==> src/rtl/lsu_req_queue.sv <==
// lsu_req_queue: in-order request FIFO between LSU issue and the L1 data cache.
// Buffers core requests, presents the head entry to the cache, caps the number
// of requests the cache holds at once, and returns completions to the core one
// registered cycle after the cache reports them.
module lsu_req_queue #(
  parameter int DEPTH           = 4,
  parameter int MAX_OUTSTANDING = 4
) (
  input  logic        clk_in,
  input  logic        rst_in,
  input  logic        flush_in,
  input  logic        core_valid_in,
  output logic        core_ready_out,
  input  logic [63:0] core_addr_in,
  input  logic [63:0] core_value_in,
  input  logic        core_we_in,
  output logic        cache_valid_out,
  input  logic        cache_ready_in,
  output logic [63:0] cache_addr_out,
  output logic [63:0] cache_value_out,
  output logic        cache_we_out,
  input  logic        cache_valid_in,
  input  logic [63:0] cache_value_in,
  input  logic        cache_write_complete_in,
  output logic        core_valid_out,
  output logic [63:0] core_value_out,
  output logic        core_write_complete_out,
  output logic        misalign_err_out,
  output logic        protocol_err_out
);

  localparam int PW = (DEPTH > 1) ? $clog2(DEPTH) : 1;
  localparam int CW = $clog2(DEPTH + 1);
  localparam int OW = $clog2(MAX_OUTSTANDING + 1);
  localparam logic [CW-1:0] DEPTH_C  = CW'(DEPTH);
  localparam logic [OW-1:0] MAX_OS_C = OW'(MAX_OUTSTANDING);

  // Outstanding-count update; callers guarantee the result stays in 0..MAX.
  function automatic logic [OW-1:0] os_next(input logic [OW-1:0] cur,
                                            input logic          inc,
                                            input logic          dec_ld,
                                            input logic          dec_st);
    return cur + OW'(inc) - OW'(dec_ld) - OW'(dec_st);
  endfunction

  logic [63:0]      addr_mem  [DEPTH];
  logic [63:0]      value_mem [DEPTH];
  logic [DEPTH-1:0] we_mem;

  logic [PW-1:0] wr_ptr_q, wr_ptr_d;
  logic [PW-1:0] rd_ptr_q, rd_ptr_d;
  logic [CW-1:0] count_q, count_d;
  logic [OW-1:0] os_q, os_d;
  logic          misalign_q, misalign_d;
  logic          protocol_err_q, protocol_err_d;
  logic          rsp_vld_q, rsp_vld_d;
  logic [63:0]   rsp_val_q, rsp_val_d;
  logic          wr_cmp_q, wr_cmp_d;

  logic not_empty;
  logic misaligned;
  logic enq_fire;
  logic push;
  logic pop;
  logic ld_ok;
  logic st_ok;

  assign not_empty  = (count_q != '0);
  assign misaligned = (core_addr_in[2:0] != 3'b000);

  // Ready is held low through reset so the core never sees a spurious accept.
  assign core_ready_out  = !rst_in && !flush_in && (count_q < DEPTH_C);
  assign enq_fire        = core_valid_in && core_ready_out;
  assign push            = enq_fire && !misaligned;

  assign cache_valid_out = !flush_in && not_empty && (os_q < MAX_OS_C);
  assign pop             = cache_valid_out && cache_ready_in;

  assign cache_addr_out  = not_empty ? addr_mem[rd_ptr_q]  : '0;
  assign cache_value_out = not_empty ? value_mem[rd_ptr_q] : '0;
  assign cache_we_out    = not_empty ? we_mem[rd_ptr_q]    : 1'b0;

  assign core_valid_out          = rsp_vld_q;
  assign core_value_out          = rsp_val_q;
  assign core_write_complete_out = wr_cmp_q;
  assign misalign_err_out        = misalign_q;
  assign protocol_err_out        = protocol_err_q;

  // Next-state for queue pointers, occupancy, outstanding count and responses.
  always_comb begin
    wr_ptr_d       = wr_ptr_q;
    rd_ptr_d       = rd_ptr_q;
    count_d        = count_q;
    if (flush_in) begin
      wr_ptr_d = '0;
      rd_ptr_d = '0;
      count_d  = '0;
    end else begin
      if (push) wr_ptr_d = wr_ptr_q + PW'(1);
      if (pop)  rd_ptr_d = rd_ptr_q + PW'(1);
      count_d = count_q + CW'(push) - CW'(pop);
    end
    // A completion only counts (and is forwarded) if something is in flight;
    // when a load and a store complete together, both need a live request.
    ld_ok          = cache_valid_in && (os_q != '0);
    st_ok          = cache_write_complete_in && (os_q > OW'(ld_ok));
    os_d           = os_next(os_q, pop, ld_ok, st_ok);
    protocol_err_d = protocol_err_q
                   | (cache_valid_in && !ld_ok)
                   | (cache_write_complete_in && !st_ok);
    misalign_d     = enq_fire && misaligned;
    rsp_vld_d      = ld_ok;
    wr_cmp_d       = st_ok;
    rsp_val_d      = ld_ok ? cache_value_in : rsp_val_q;
  end

  // Control and response registers.
  always_ff @(posedge clk_in or posedge rst_in) begin
    if (rst_in) begin
      wr_ptr_q       <= '0;
      rd_ptr_q       <= '0;
      count_q        <= '0;
      os_q           <= '0;
      misalign_q     <= 1'b0;
      protocol_err_q <= 1'b0;
      rsp_vld_q      <= 1'b0;
      rsp_val_q      <= '0;
      wr_cmp_q       <= 1'b0;
    end else begin
      wr_ptr_q       <= wr_ptr_d;
      rd_ptr_q       <= rd_ptr_d;
      count_q        <= count_d;
      os_q           <= os_d;
      misalign_q     <= misalign_d;
      protocol_err_q <= protocol_err_d;
      rsp_vld_q      <= rsp_vld_d;
      rsp_val_q      <= rsp_val_d;
      wr_cmp_q       <= wr_cmp_d;
    end
  end

  // Entry storage; contents are only meaningful while count covers the slot.
  always_ff @(posedge clk_in) begin
    if (push) begin
      addr_mem[wr_ptr_q]  <= core_addr_in;
      value_mem[wr_ptr_q] <= core_value_in;
      we_mem[wr_ptr_q]    <= core_we_in;
    end
  end

endmodule

==> config.mk <==
export PLATFORM = sky130hd
export DESIGN_NAME = lsu_req_queue
export DESIGN_NICKNAME = d
export VERILOG_FILES = /design/src/rtl/lsu_req_queue.sv
export SDC_FILE = /design/constraint.sdc
export NUM_CORES = 1
export LEC_CHECK = 0
export CAP_MARGIN = 20
export CORE_AREA = 5 5 213 215
export DETAILED_ROUTE_END_ITERATION = 10
export DIE_AREA = 0 0 218 220
export PLACE_DENSITY = 0.79
export SLEW_MARGIN = 20
export SYNTH_ARGS = -nofsm -noshare
export SYNTH_HDL_FRONTEND = slang
export SYNTH_SLANG_ARGS = --single-unit
==> constraint.sdc <==
create_clock -name clk_in -period 6.42 [get_ports clk_in]
set_clock_uncertainty 0.15 [all_clocks]
set_input_delay 0.642 -clock clk_in [delete_from_list [all_inputs] [get_ports clk_in]]
set_output_delay 0.642 -clock clk_in [all_outputs]
set_load 0.01 [all_outputs]
## Word level (Yosys, flattened, before mapping)

Memory sizes are Yosys's and may differ from the RTL's.
Cells that the tools add are included.

| storage, ports and cells | value |
|---|---|
| register bits after elaboration | 82 |
| bits in latches | 0 |
| RAM bits | 512 |
| memory bits (read-only) | 0 |
| output and inout port bits | 199 |
| word-level logic and storage cells | 65 |
| memories | 2 |

| cells by class | value |
|---|---|
| add/sub/neg operators | 7 |
| multiply operators | 0 |
| div/mod/pow operators | 0 |
| order comparisons | 6 |
| eq/ne operators | 0 |
| shift-type cells | 0 |
| muxes and demuxes | 15 |
| bitwise gates (word level) | 2 |
| reductions and logical operators | 23 |

Memory list:

| memory | depth | width | rd ports | clocked after Yosys merged registers in | wr ports | line | text |
|---|---|---|---|---|---|---|---|
| addr_mem | 4 | 64 | 1 | 0 | 1 | 46 | `logic [63:0] addr_mem [DEPTH];` |
| value_mem | 4 | 64 | 1 | 0 | 1 | 47 | `logic [63:0] value_mem [DEPTH];` |

Operator list:

| operator | count |
|---|---|
| two-way mux 64 bit | 2 |
| logical AND 1 bit | 13 |
| nonzero test 3 bit | 3 |
| subtractor 3 x 1 -> 3 bit | 3 |
| two-way mux 2 bit | 4 |
| adder 3 x 1 -> 3 bit | 2 |
| less-than comparator 2 x 3 -> 1 bit (second input constant) | 2 |
| less-than comparator 3 bit (second input constant) | 2 |
| zero test 1 bit | 5 |
| two-way mux 1 bit | 5 |
| adder 2 x 1 -> 2 bit (second input constant) | 2 |
| bitwise mux 4 bit | 1 |
| nonzero test 2 bit | 2 |
| > comparator 3 x 1 -> 1 bit | 1 |
| two-way mux 3 bit | 1 |
| binary-select mux 1 bit (select 2 bit) | 1 |
| demux 1 bit (select 2 bit) | 1 |
| >= comparator 2 x 1 -> 1 bit (second input constant) | 1 |
| OR 1 bit | 2 |

## Logic depth before layout (Yosys ltp)

Gate-level depths: netlist (run 1).

| logic depth | value |
|---|---|
| word-level depth | 8 |
| depth in mapped cells | 15 |

## Worst setup path after synthesis (run 1)

No wires, ideal clock.

| timing | value |
|---|---|
| path kind | input to register |
| start point | input port core_addr_in[1] |
| end point | memory addr_mem[0][0] (enable) |
| library setup time | 0.504 ns |
| arrival time | 4.235 ns |
| required time | 5.766 ns |
| setup slack | 1.530 ns |
| stages | 2 |
| path buffers | 0 |
| cell sequence | nor3_1 and3_1 |

| between the ends | value |
|---|---|
| word-level cells in the longest chain between the ends | 5 |

RTL lines:

| what | line | text |
|---|---|---|
| start, declared | 14 | `input logic [63:0] core_addr_in,` |
| nonzero test 3 bit | 69 | `assign misaligned = (core_addr_in[2:0] != 3'b000);` |
| zero test 1 bit | 74 | `assign push = enq_fire && !misaligned;` |
| logical AND 1 bit | 74 |  |
| two-way mux 1 bit | 144 | `if (push) begin` |
| two-way mux 1 bit (implied by the code) | 145 | `addr_mem[wr_ptr_q] <= core_addr_in;` |
| end, declared | 46 |  |

No other way between the ends.

## Worst setup path in the final report (run 1)

| timing | value |
|---|---|
| start point | register rd_ptr_q[0] |
| end point | output port cache_value_out[37] |

| between the ends | value |
|---|---|
| word-level cells in the longest chain between the ends | 2 |

RTL lines:

| what | line | text |
|---|---|---|
| start, declared | 51 | `logic [PW-1:0] rd_ptr_q, rd_ptr_d;` |
| start signal, assigned | 131 | `rd_ptr_q <= rd_ptr_d;` |
| memory read (4 x 64 bit) | -- |  |
| two-way mux 64 bit | 80 | `assign cache_value_out = not_empty ? value_mem[rd_ptr_q] : '0;` |
| end, declared | 20 | `output logic [63:0] cache_value_out,` |

No other way between the ends.

==> run_results.csv, run 1 <==
group,metric,value,unit
placement,pre_cts_ws,2610,ps
synth,yosysWarnings,0,
die,die_area,0.0480,mm²
clock_tree,clk_latency,590,ps
die,die_w,218,µm
synth,ys_top_cells_by_count,"edfxtp_1 (516), nor2b_1 (134), mux4_2 (129)",
sta,maxSlewHeadroom,0.302,
final_layout,area_delta_synth_final,28.0,%
clock_tree,cts_tree,"done",
worst_setup_path,worstPathMaxFanout,46,
synth,ys_types,31,
clock_tree,cts-resized-gates,0,
global_route,grt_max_degree,130,
placement,gp_routability_congestion,0.774,
sta,clock.fmax,235,MHz
worst_setup_path,required,5630,ps
synth,yosysMostFrequentCell,"edfxtp_1",
global_route,grt_pass1_wl,72400,µm
synth,seq_area_frac_synth,0.769,
placement,hpwl,30000,µm
worst_hold_path,worstHoldStart,"protocol_err_out",
synth,synth_fp_nets,1241,
sta,hold-worst-slack,351,ps
synth,syn_avg_cell_area,22.0,µm²
die,initial_core_util,0.521,
sta,final_hold_viol_count,0,
worst_setup_path,critPathLaunchType,"register",
sta,slew_viol_final,0,
drt,via_per_inst,5.40,
worst_hold_path,holdCritPathClass,"reg -> reg",
synth,synth_edf_count,516,
final_layout,fin_area,0.0290,mm²
power_and_ir_drop,powerDensity,301,mW/mm²
synth,synth.top_cells.by_area,"edfxtp_1 (68%), mux4_2 (13%), dfrtp_1 (8.6%)",
synth,synthCells,1029,
global_route,grt_pass1_vias,11800,
synth,yosysTopAreaCell,"edfxtp_1",
drt,antenna_left,0,
synth,netlist.area_leader.share,0.683,
clock_tree,clock-sinks,594,
power_and_ir_drop,p_leak,9.35,nW
sta,setup_ws,2170,ps
worst_setup_path,cpPeakStageDelay,1020,ps
drt,vias,11300,
final_layout,fillers,2871,
sta,tightest_slew,1050,ps
drt,first_iter_violations,752,
job,max-cap-violations,0,
final_layout,drive_gt1_frac,0.199,
final_layout,post-route-util,0.667,
placement,place_area,0.0273,mm²
drt,firstDrtPassIters,5,
worst_setup_path,path_class,"reg -> out",
worst_setup_path,path_cells,"buf_4 > mux4_2 > nor2b_1 > clkdlybuf4s50_1",
clock_tree,numCtsBuffers,57,
synth,synth_flop_cell,"edfxtp_1",
outcome,outcome,"completed",
sta,setup_viol,0,
clock_tree,htreeDepth,2,
final_layout,fin_nets,1661,
clock_tree,cts_setup_buffers,0,
die,coreArea,0.0435,mm²
final_layout,instances_no_fill,2093,
sta,period_share,0.662,
synth,netlist_area,0.0227,mm²
die,rows,77,
global_route,grt_usage,0.199,
drt,drc,0,
synth,async_reset_ff_frac,0.131,
die,num_io_pins,399,
worst_setup_path,worst_path_dominant_cell_family,"buffers and inverters",
clock_tree,cts-root-buf,"clkbuf_16",
drt,wl_per_cell,23.1,µm
global_route,grt-ovfl-total,0,
global_route,grt_antenna_before_repair,10,
clock_tree,clockBufferDepth,3,
worst_setup_path,critPathBufInv,2,
drt,wl,48400,µm
sta,finalCriticalPeriod,4250,ps
power_and_ir_drop,ir_drop,0.229,mV
clock_tree,clk_pin_slew,60,ps
placement,dp_cells,1982,
power_and_ir_drop,finalPower,8.74,mW
worst_setup_path,endpoint_kind,"output port",
worst_setup_path,startpoint,"rd_ptr_q[0]",
sta,setup_tns,0,ps
clock_tree,holdBufCountCts,0,
die,die_height,220,µm
worst_setup_path,regToRegStartpoint,"count_q[2]",
sta,grt_setup_unrepaired,"false",
synth,synth_seq_cells,594,
worst_setup_path,critPathArrivalTime,3460,ps
placement,io_buffers,398,
worst_setup_path,slowest_stage,"dfrtp_4",
[cells by family (layout without fill, tap and decap cells)]
kind of cell	Yosys count	in the layout	share of synthesized area
other cells	0	7	0
mux	194	194	0.160
fa+ha+maj	12	12	0.00728
buf+inv	63	528	0.0169
flops	594	594	0.769
simple gates	156	156	0.0431
xor+xnor	4	4	0.00154
compound gates	6	6	0.00176
[worst register-to-register path, delay by kind of cell, from the launching register on]
kind	cells	cell delay (ps)
buf+inv	3	830
flops	1	480
fa+ha+maj	3	840
simple gates	4	640
xor+xnor	1	180
[layout make-up]
type / count / area, µm² / area share
Antenna cell: 7 / 17.5 / 0.000603
Clock buffer: 75 / 1520 / 0.0522
Clock inverter: 29 / 245 / 0.00844
Inverter: 11 / 42.5 / 0.00146
Multi-Input combinational cell: 372 / 4880 / 0.168
Sequential cell: 594 / 17500 / 0.601
Tap cell: 592 / 741 / 0.0255
Timing Repair Buffer: 413 / 4150 / 0.143
[power breakdown]
part	total, mW	switching (mW)	internal, mW
Combinational	1.13	0.467	0.667
Clock	3.16	1.35	1.81
Sequential	4.44	0.0938	4.35
[per-layer routing]
metal	up-vias	share of wire	track usage
met5	-	0.00070	0
met4	6	0.036	0.0837
met3	101	0.073	0.0515
met2	404	0.51	0.332
met1	5816	0.38	0.252
li1	4966	-	-
[cell usage in the layout (no fill, tap or decap)]
cell type / synthesis / layout
clkbuf_1: 18 / 17
and3_4: 0 / 4
mux4_2: 129 / 129
bufinv_16: 0 / 4
nor4b_2: 1 / 1
dfrtp_1: 78 / 76
nor3_1: 5 / 5
diode_2: 0 / 7
clkdlybuf4s50_1: 0 / 398
nand3_1: 2 / 2
inv_1: 11 / 10
mux2_2: 65 / 65
clkinv_8: 0 / 1
nand3b_1: 1 / 1
xnor2_1: 3 / 3
nor3b_1: 1 / 1
nor2b_1: 134 / 134
buf_6: 14 / 1
fa_1: 2 / 2
nor3_4: 1 / 1
o31ai_1: 1 / 1
xor2_1: 1 / 1
a21o_1: 1 / 1
a221o_1: 1 / 1
buf_4: 3 / 10
clkbuf_16: 0 / 58
and2_1: 1 / 1
clkinv_1: 0 / 9
nor2_1: 4 / 4
ha_1: 10 / 10
o21ai_0: 1 / 1
dfrtp_4: 0 / 2
clkinv_2: 0 / 16
buf_12: 0 / 4
edfxtp_1: 516 / 516
nand2b_2: 0 / 1
a21oi_1: 2 / 2
or3_1: 1 / 1
[registers in the layout, summed over array words and instances, names as in the netlist]
name	flops
core_value_out	64
protocol_err_out	1
rd_ptr_q	2
core_write_complete_out	1
wr_ptr_q	2
count_q	3
we_mem	4
misalign_err_out	1
core_valid_out	1
addr_mem	256
value_mem	256
os_q	3
[final timing paths]
check / endpoint / slack (ps) / cells past startpoint
max: cache_value_out[37] / 2170 / 4
min: protocol_err_out / 350 / 1
max reg2reg: count_q[2] / 3150 / 11
min reg2reg: protocol_err_out / 350 / 1
max in group asynchronous: rd_ptr_q[1] / 5070 / 3
min in group asynchronous: count_q[0] / 530 / 3
Note: power is estimated with default switching activity, not from simulation.
==> run 2: changes to the inputs <==
clock period = 4.3 ns   (was 6.42 ns; I/O delays follow)
==> run 2 against run 1 <==
Clock power grew 50%. Clock-buffer cell count down 1. Worst setup slack got worse by 1500 ps. Non-clock buffer count grew 11. Combinational power increased by 52%. Final cell count increased by 0.48%. Final area rose by 0.68%. Via count decreased by 0.53%. Sequential power up 49%. Critical path type unchanged.
==> run_results.csv, run 2 (synthesis gave the netlist of run 1 again) <==
group,metric,value,unit
power_and_ir_drop,p_leak,9.44,nW
worst_setup_path,path_cells,"buf_12 > mux4_2 > nor2b_1 > clkdlybuf4s50_1",
worst_setup_path,critPathLaunchType,"register",
sta,clock.fmax,275,MHz
global_route,grt_max_degree,77,
sta,setup_ws,660,ps
placement,io_buffers,398,
final_layout,fillers,2783,
drt,wl_per_cell,23.6,µm
worst_setup_path,regToRegStartpoint,"os_q[2]",
clock_tree,clk_pin_slew,60,ps
sta,maxSlewHeadroom,0.325,
die,num_io_pins,399,
sta,slew_viol_final,0,
drt,drc,0,
worst_setup_path,r2r_cells,13,
clock_tree,clk_latency,590,ps
drt,via_per_inst,5.34,
drt,vias,11200,
sta,setup_viol,0,
die,die_height,220,µm
worst_setup_path,r2r_slack,1190,ps
worst_setup_path,path_class,"reg -> out",
clock_tree,numCtsBuffers,57,
clock_tree,clock-sinks,594,
final_layout,final_cell_mix,"edfxtp_1 (516), clkdlybuf4s50_1 (398), nor2b_1 (134), mux4_2 (129), dfrtp_1 (76)",
global_route,grt_pass1_wl,75300,µm
outcome,outcome,"completed",
worst_setup_path,endpoint_kind,"output port",
worst_setup_path,required,3720,ps
global_route,grt_usage,0.207,
placement,pre_cts_ws,863,ps
sta,finalCriticalPeriod,3640,ps
final_layout,final_common_cell,"edfxtp_1",
worst_setup_path,slowest_stage,"dfrtp_4",
power_and_ir_drop,finalPower,13.1,mW
sta,grt_setup_unrepaired,"false",
worst_setup_path,critPathArrivalTime,3060,ps
clock_tree,cts_tree,"done",
sta,final_hold_viol_count,0,
clock_tree,cts-resized-gates,0,
sta,setup_tns,0,ps
die,die_w,218,µm
final_layout,fin_nets,1672,
drt,firstDrtPassIters,5,
clock_tree,clockBufferDepth,3,
placement,gp_routability_congestion,0.755,
final_layout,multi_input_area,0.00488,mm²
drt,wl,49600,µm
power_and_ir_drop,powerDensity,447,mW/mm²
clock_tree,htreeDepth,2,
power_and_ir_drop,ir_drop,0.444,mV
drt,first_iter_violations,901,
sta,tightest_slew,1000,ps
die,die_area,0.0480,mm²
die,coreArea,0.0435,mm²
worst_hold_path,holdCritPathClass,"in -> async",
final_layout,area_delta_synth_final,28.9,%
final_layout,drive_gt1_frac,0.207,
worst_setup_path,worst_path_dominant_cell_family,"buffers and inverters",
sta,period_share,0.847,
die,rows,77,
die,initial_core_util,0.521,
global_route,grt_antenna_before_repair,2,
worst_setup_path,cpPeakStageDelay,820,ps
clock_tree,holdBufCountCts,0,
final_layout,regArea,0.0175,mm²
drt,antenna_left,0,
worst_setup_path,r2r_end,"os_q[2]",
worst_setup_path,critPathBufInv,2,
job,max-cap-violations,0,
placement,hpwl,31600,µm
worst_setup_path,worstPathMaxFanout,32,
clock_tree,cts-root-buf,"clkbuf_16",
clock_tree,cts_setup_buffers,0,
global_route,grt-ovfl-total,0,
global_route,grt_pass1_vias,12100,
-- run 2: cell count changes in the layout (fill, tap and decap cells not counted), moves of 2 or more --
cell        delta
buf_12         +9
buf_4          +3
clkbuf_1       -5
clkbuf_8       +5
clkinv_1       +4
clkinv_2       -2
clkinvlp_4     +2
diode_2        -4
inv_6          +2
-- run 2: stage by stage --
stage	cell area, µm²	hold slack [ps]	util	instances
2_1_floorplan	22700	367	-	1029
3_3_place_gp	27500	336	0.631	1993
3_5_place_dp	27500	342	0.631	1993
4_1_cts	29200	261	0.671	2100
5_1_grt	29200	268	0.671	2101
6_report	29200	216	0.672	2103
-- run 2: worst max-delay path by stage --
stage,endpoint,startpoint,cells past startpoint,slack (ps)
after floorplan,addr_mem[0][0],core_addr_in[1],2,1080
after global placement,count_q[2],core_addr_in[0],11,980
after detailed placement,count_q[2],core_addr_in[0],11,860
after CTS,cache_value_out[26],rd_ptr_q[0],4,550
after global routing,cache_addr_out[42],rd_ptr_q[0],4,420
final,cache_value_out[46],rd_ptr_q[0],4,660
-- run 2: per-layer routing --
metal	GRT usage	vias up	wire length [µm]
met4	0.0500	0	925
met5	0	-	0
met3	0.0548	62	3620
met2	0.359	384	26000
li1	-	4984	-
met1	0.264	5803	19000
-- run 2: final cells by class --
class                      instances  share of cell area
clock inverter                    33             0.00809
inverter                          11             0.00145
clock buffer                      74              0.0527
multi-input combinational        372               0.167
tap                              592              0.0253
timing repair buffer             424               0.148
antenna                            3            0.000257
sequential                       594               0.597
-- run 2: report_power, final --
part	switching (mW)	internal, mW	total, mW
clock network	2.03	2.70	4.73
registers	0.132	6.50	6.63
logic	0.714	1.01	1.72
total	2.88	10.2	13.1
==> run 3: changes to the inputs <==
clock period = 3.4 ns   (was 4.3 ns; I/O delays follow)
==> run 3 against run 2 <==
Utilization grew 0.61 points. Sequential power rose by 26%. Global-route usage down 0.65 points. Combinational power rose by 28%. First-iteration DRC count fell by 5.1%. Final cell count grew 0.67%. Clock-buffer cell count rose by 11. Critical path depth is the same. Worst hold slack got worse by 120 ps. Non-clock buffer count increased by 14.
==> run_results.csv, run 3 (synthesis gave the netlist of run 1 again) <==
group,metric,value,unit
worst_setup_path,critPathBufInv,2,
worst_setup_path,regToRegStartpoint,"os_q[2]",
drt,firstDrtPassIters,5,
sta,grt_setup_unrepaired,"false",
outcome,outcome,"completed",
drt,via_per_inst,5.38,
worst_setup_path,r2r_slack,290,ps
sta,final_hold_viol_count,0,
worst_setup_path,path_class,"reg -> out",
sta,setup_viol,0,
die,coreArea,0.0435,mm²
worst_setup_path,slowest_stage,"dfrtp_4",
worst_setup_path,endpoint_kind,"output port",
die,die_area,0.0480,mm²
die,initial_core_util,0.521,
die,num_io_pins,399,
global_route,grt_antenna_before_repair,8,
clock_tree,clockBufferDepth,3,
clock_tree,clock-sinks,594,
global_route,grt_pass1_vias,12100,
placement,gp_routability_congestion,0.743,
drt,wl_per_cell,23.1,µm
final_layout,fin_nets,1686,
power_and_ir_drop,ir_drop,0.499,mV
drt,wl,48800,µm
power_and_ir_drop,p_leak,9.58,nW
placement,hpwl,31500,µm
worst_setup_path,cpPeakStageDelay,660,ps
power_and_ir_drop,powerDensity,569,mW/mm²
worst_hold_path,holdCritPathClass,"in -> async",
die,rows,77,
sta,slew_viol_final,0,
clock_tree,cts-root-buf,"clkbuf_16",
global_route,grt_pass1_wl,73000,µm
drt,antenna_left,0,
worst_setup_path,r2r_cells,13,
clock_tree,clk_latency,600,ps
global_route,grt_max_degree,133,
worst_setup_path,r2r_end,"os_q[2]",
drt,first_iter_violations,855,
worst_setup_path,critPathLaunchType,"register",
sta,maxSlewHeadroom,0.460,
worst_setup_path,worst-path-stages,4,
sta,setup_tns,0,ps
global_route,grt-ovfl-total,0,
clock_tree,holdBufCountCts,0,
clock_tree,cts_tree,"done",
final_layout,area_delta_synth_final,30.1,%
sta,period_share,0.958,
worst_setup_path,path_cells,"buf_12 > mux4_2 > nor2b_1 > clkdlybuf4s50_1",
final_layout,post-route-util,0.678,
worst_setup_path,worstPathMaxFanout,51,
sta,clock.fmax,307,MHz
drt,drc,0,
clock_tree,htreeDepth,2,
sta,finalCriticalPeriod,3260,ps
clock_tree,cts-resized-gates,0,
die,die_height,220,µm
clock_tree,numCtsBuffers,57,
worst_setup_path,required,2910,ps
worst_setup_path,critPathArrivalTime,2770,ps
worst_setup_path,worst_path_dominant_cell_family,"buffers and inverters",
placement,place_area,0.0275,mm²
sta,tightest_slew,810,ps
final_layout,final_cell_mix,"edfxtp_1 (516), clkdlybuf4s50_1 (398), nor2b_1 (134), mux4_2 (129), dfrtp_1 (76)",
final_layout,drive_gt1_frac,0.218,
drt,vias,11400,
final_layout,fin_area,0.0295,mm²
global_route,grt_usage,0.200,
final_layout,final_common_cell,"edfxtp_1",
die,die_w,218,µm
job,max-cap-violations,0,
placement,io_buffers,398,
clock_tree,clk_pin_slew,60,ps
-- run 3: changes by cell type in the layout (fill, tap and decap cells not counted) --
cell	previous run	this run
buf_4	13	23
inv_2	0	1
clkinv_2	14	9
buf_12	13	17
diode_2	3	5
clkbuf_4	0	1
clkbuf_8	5	10
clkinv_1	13	4
clkbuf_1	12	14
clkbuf_16	57	60
-- run 3: metrics by stage --
stage / std cells / setup WS [ps] / power [mW] / hold WS, ps
finish: 2117 / 143 / 16.8 / 94.8
global route: 2117 / 31.7 / 17.4 / 138
CTS: 2112 / 99.9 / 17.0 / 100
detailed placement: 2002 / 294 / 10.7 / 342
global placement: 2002 / 389 / 10.7 / 335
floorplan: 1029 / 236 / 9.46 / 289
-- run 3: worst reg2reg max path: stages (launching register included) --
cell and delay (ps):
dfrtp_1 450, nor3_1 270, nand2b_2 170, inv_1 80, ha_1 280, nor2_1 40, nor3_1 220, nor2b_1 130
fa_1 500, inv_1 40, ha_1 190, ha_1 200, xnor2_1 170, xnor2_1 150
-- run 3: repair_timing --
item                                   in CTS  in global routing
setup buffers                               5                  0
endpoints found under the hold margin       0                  0
setup endpoints to repair                  76                  0
-- run 3: metal layers --
layer / GRT usage / wire, µm / vias to the layer above
li1: - / - / 5010
met1: 0.257 / 18800 / 5916
met2: 0.339 / 25200 / 386
met3: 0.0570 / 3690 / 75
met4: 0.0582 / 1120 / 4
met5: 0 / 27 / -
-- run 3: power breakdown --
part           internal [mW]  total (mW)  switching (mW)  leakage [nW]
Clock                   3.67        6.22            2.55         0.926
Sequential              8.21        8.37           0.152          5.56
Combinational           1.28        2.20           0.919          3.09
-- run 3: layout make-up --
class	count	area, µm²
Inverter	11	41.3
Antenna cell	5	12.5
Clock inverter	20	183
Tap cell	592	741
Clock buffer	85	1700
Fill cell	2773	14000
Sequential cell	594	17500
Timing Repair Buffer	438	4500
Multi-Input combinational cell	372	4880
-- run 3: how the worst max path moves through the flow --
stage | slack, ps | to | startpoint
3_5_place_dp | 290 | os_q[2] | cache_valid_in
2_1_floorplan | 240 | addr_mem[0][0] | count_q[2]
4_1_cts | 100 | cache_addr_out[47] | rd_ptr_q[1]
6_report | 140 | cache_addr_out[47] | rd_ptr_q[1]
3_3_place_gp | 390 | os_q[2] | cache_valid_in
5_1_grt | 30 | cache_addr_out[46] | rd_ptr_q[0]
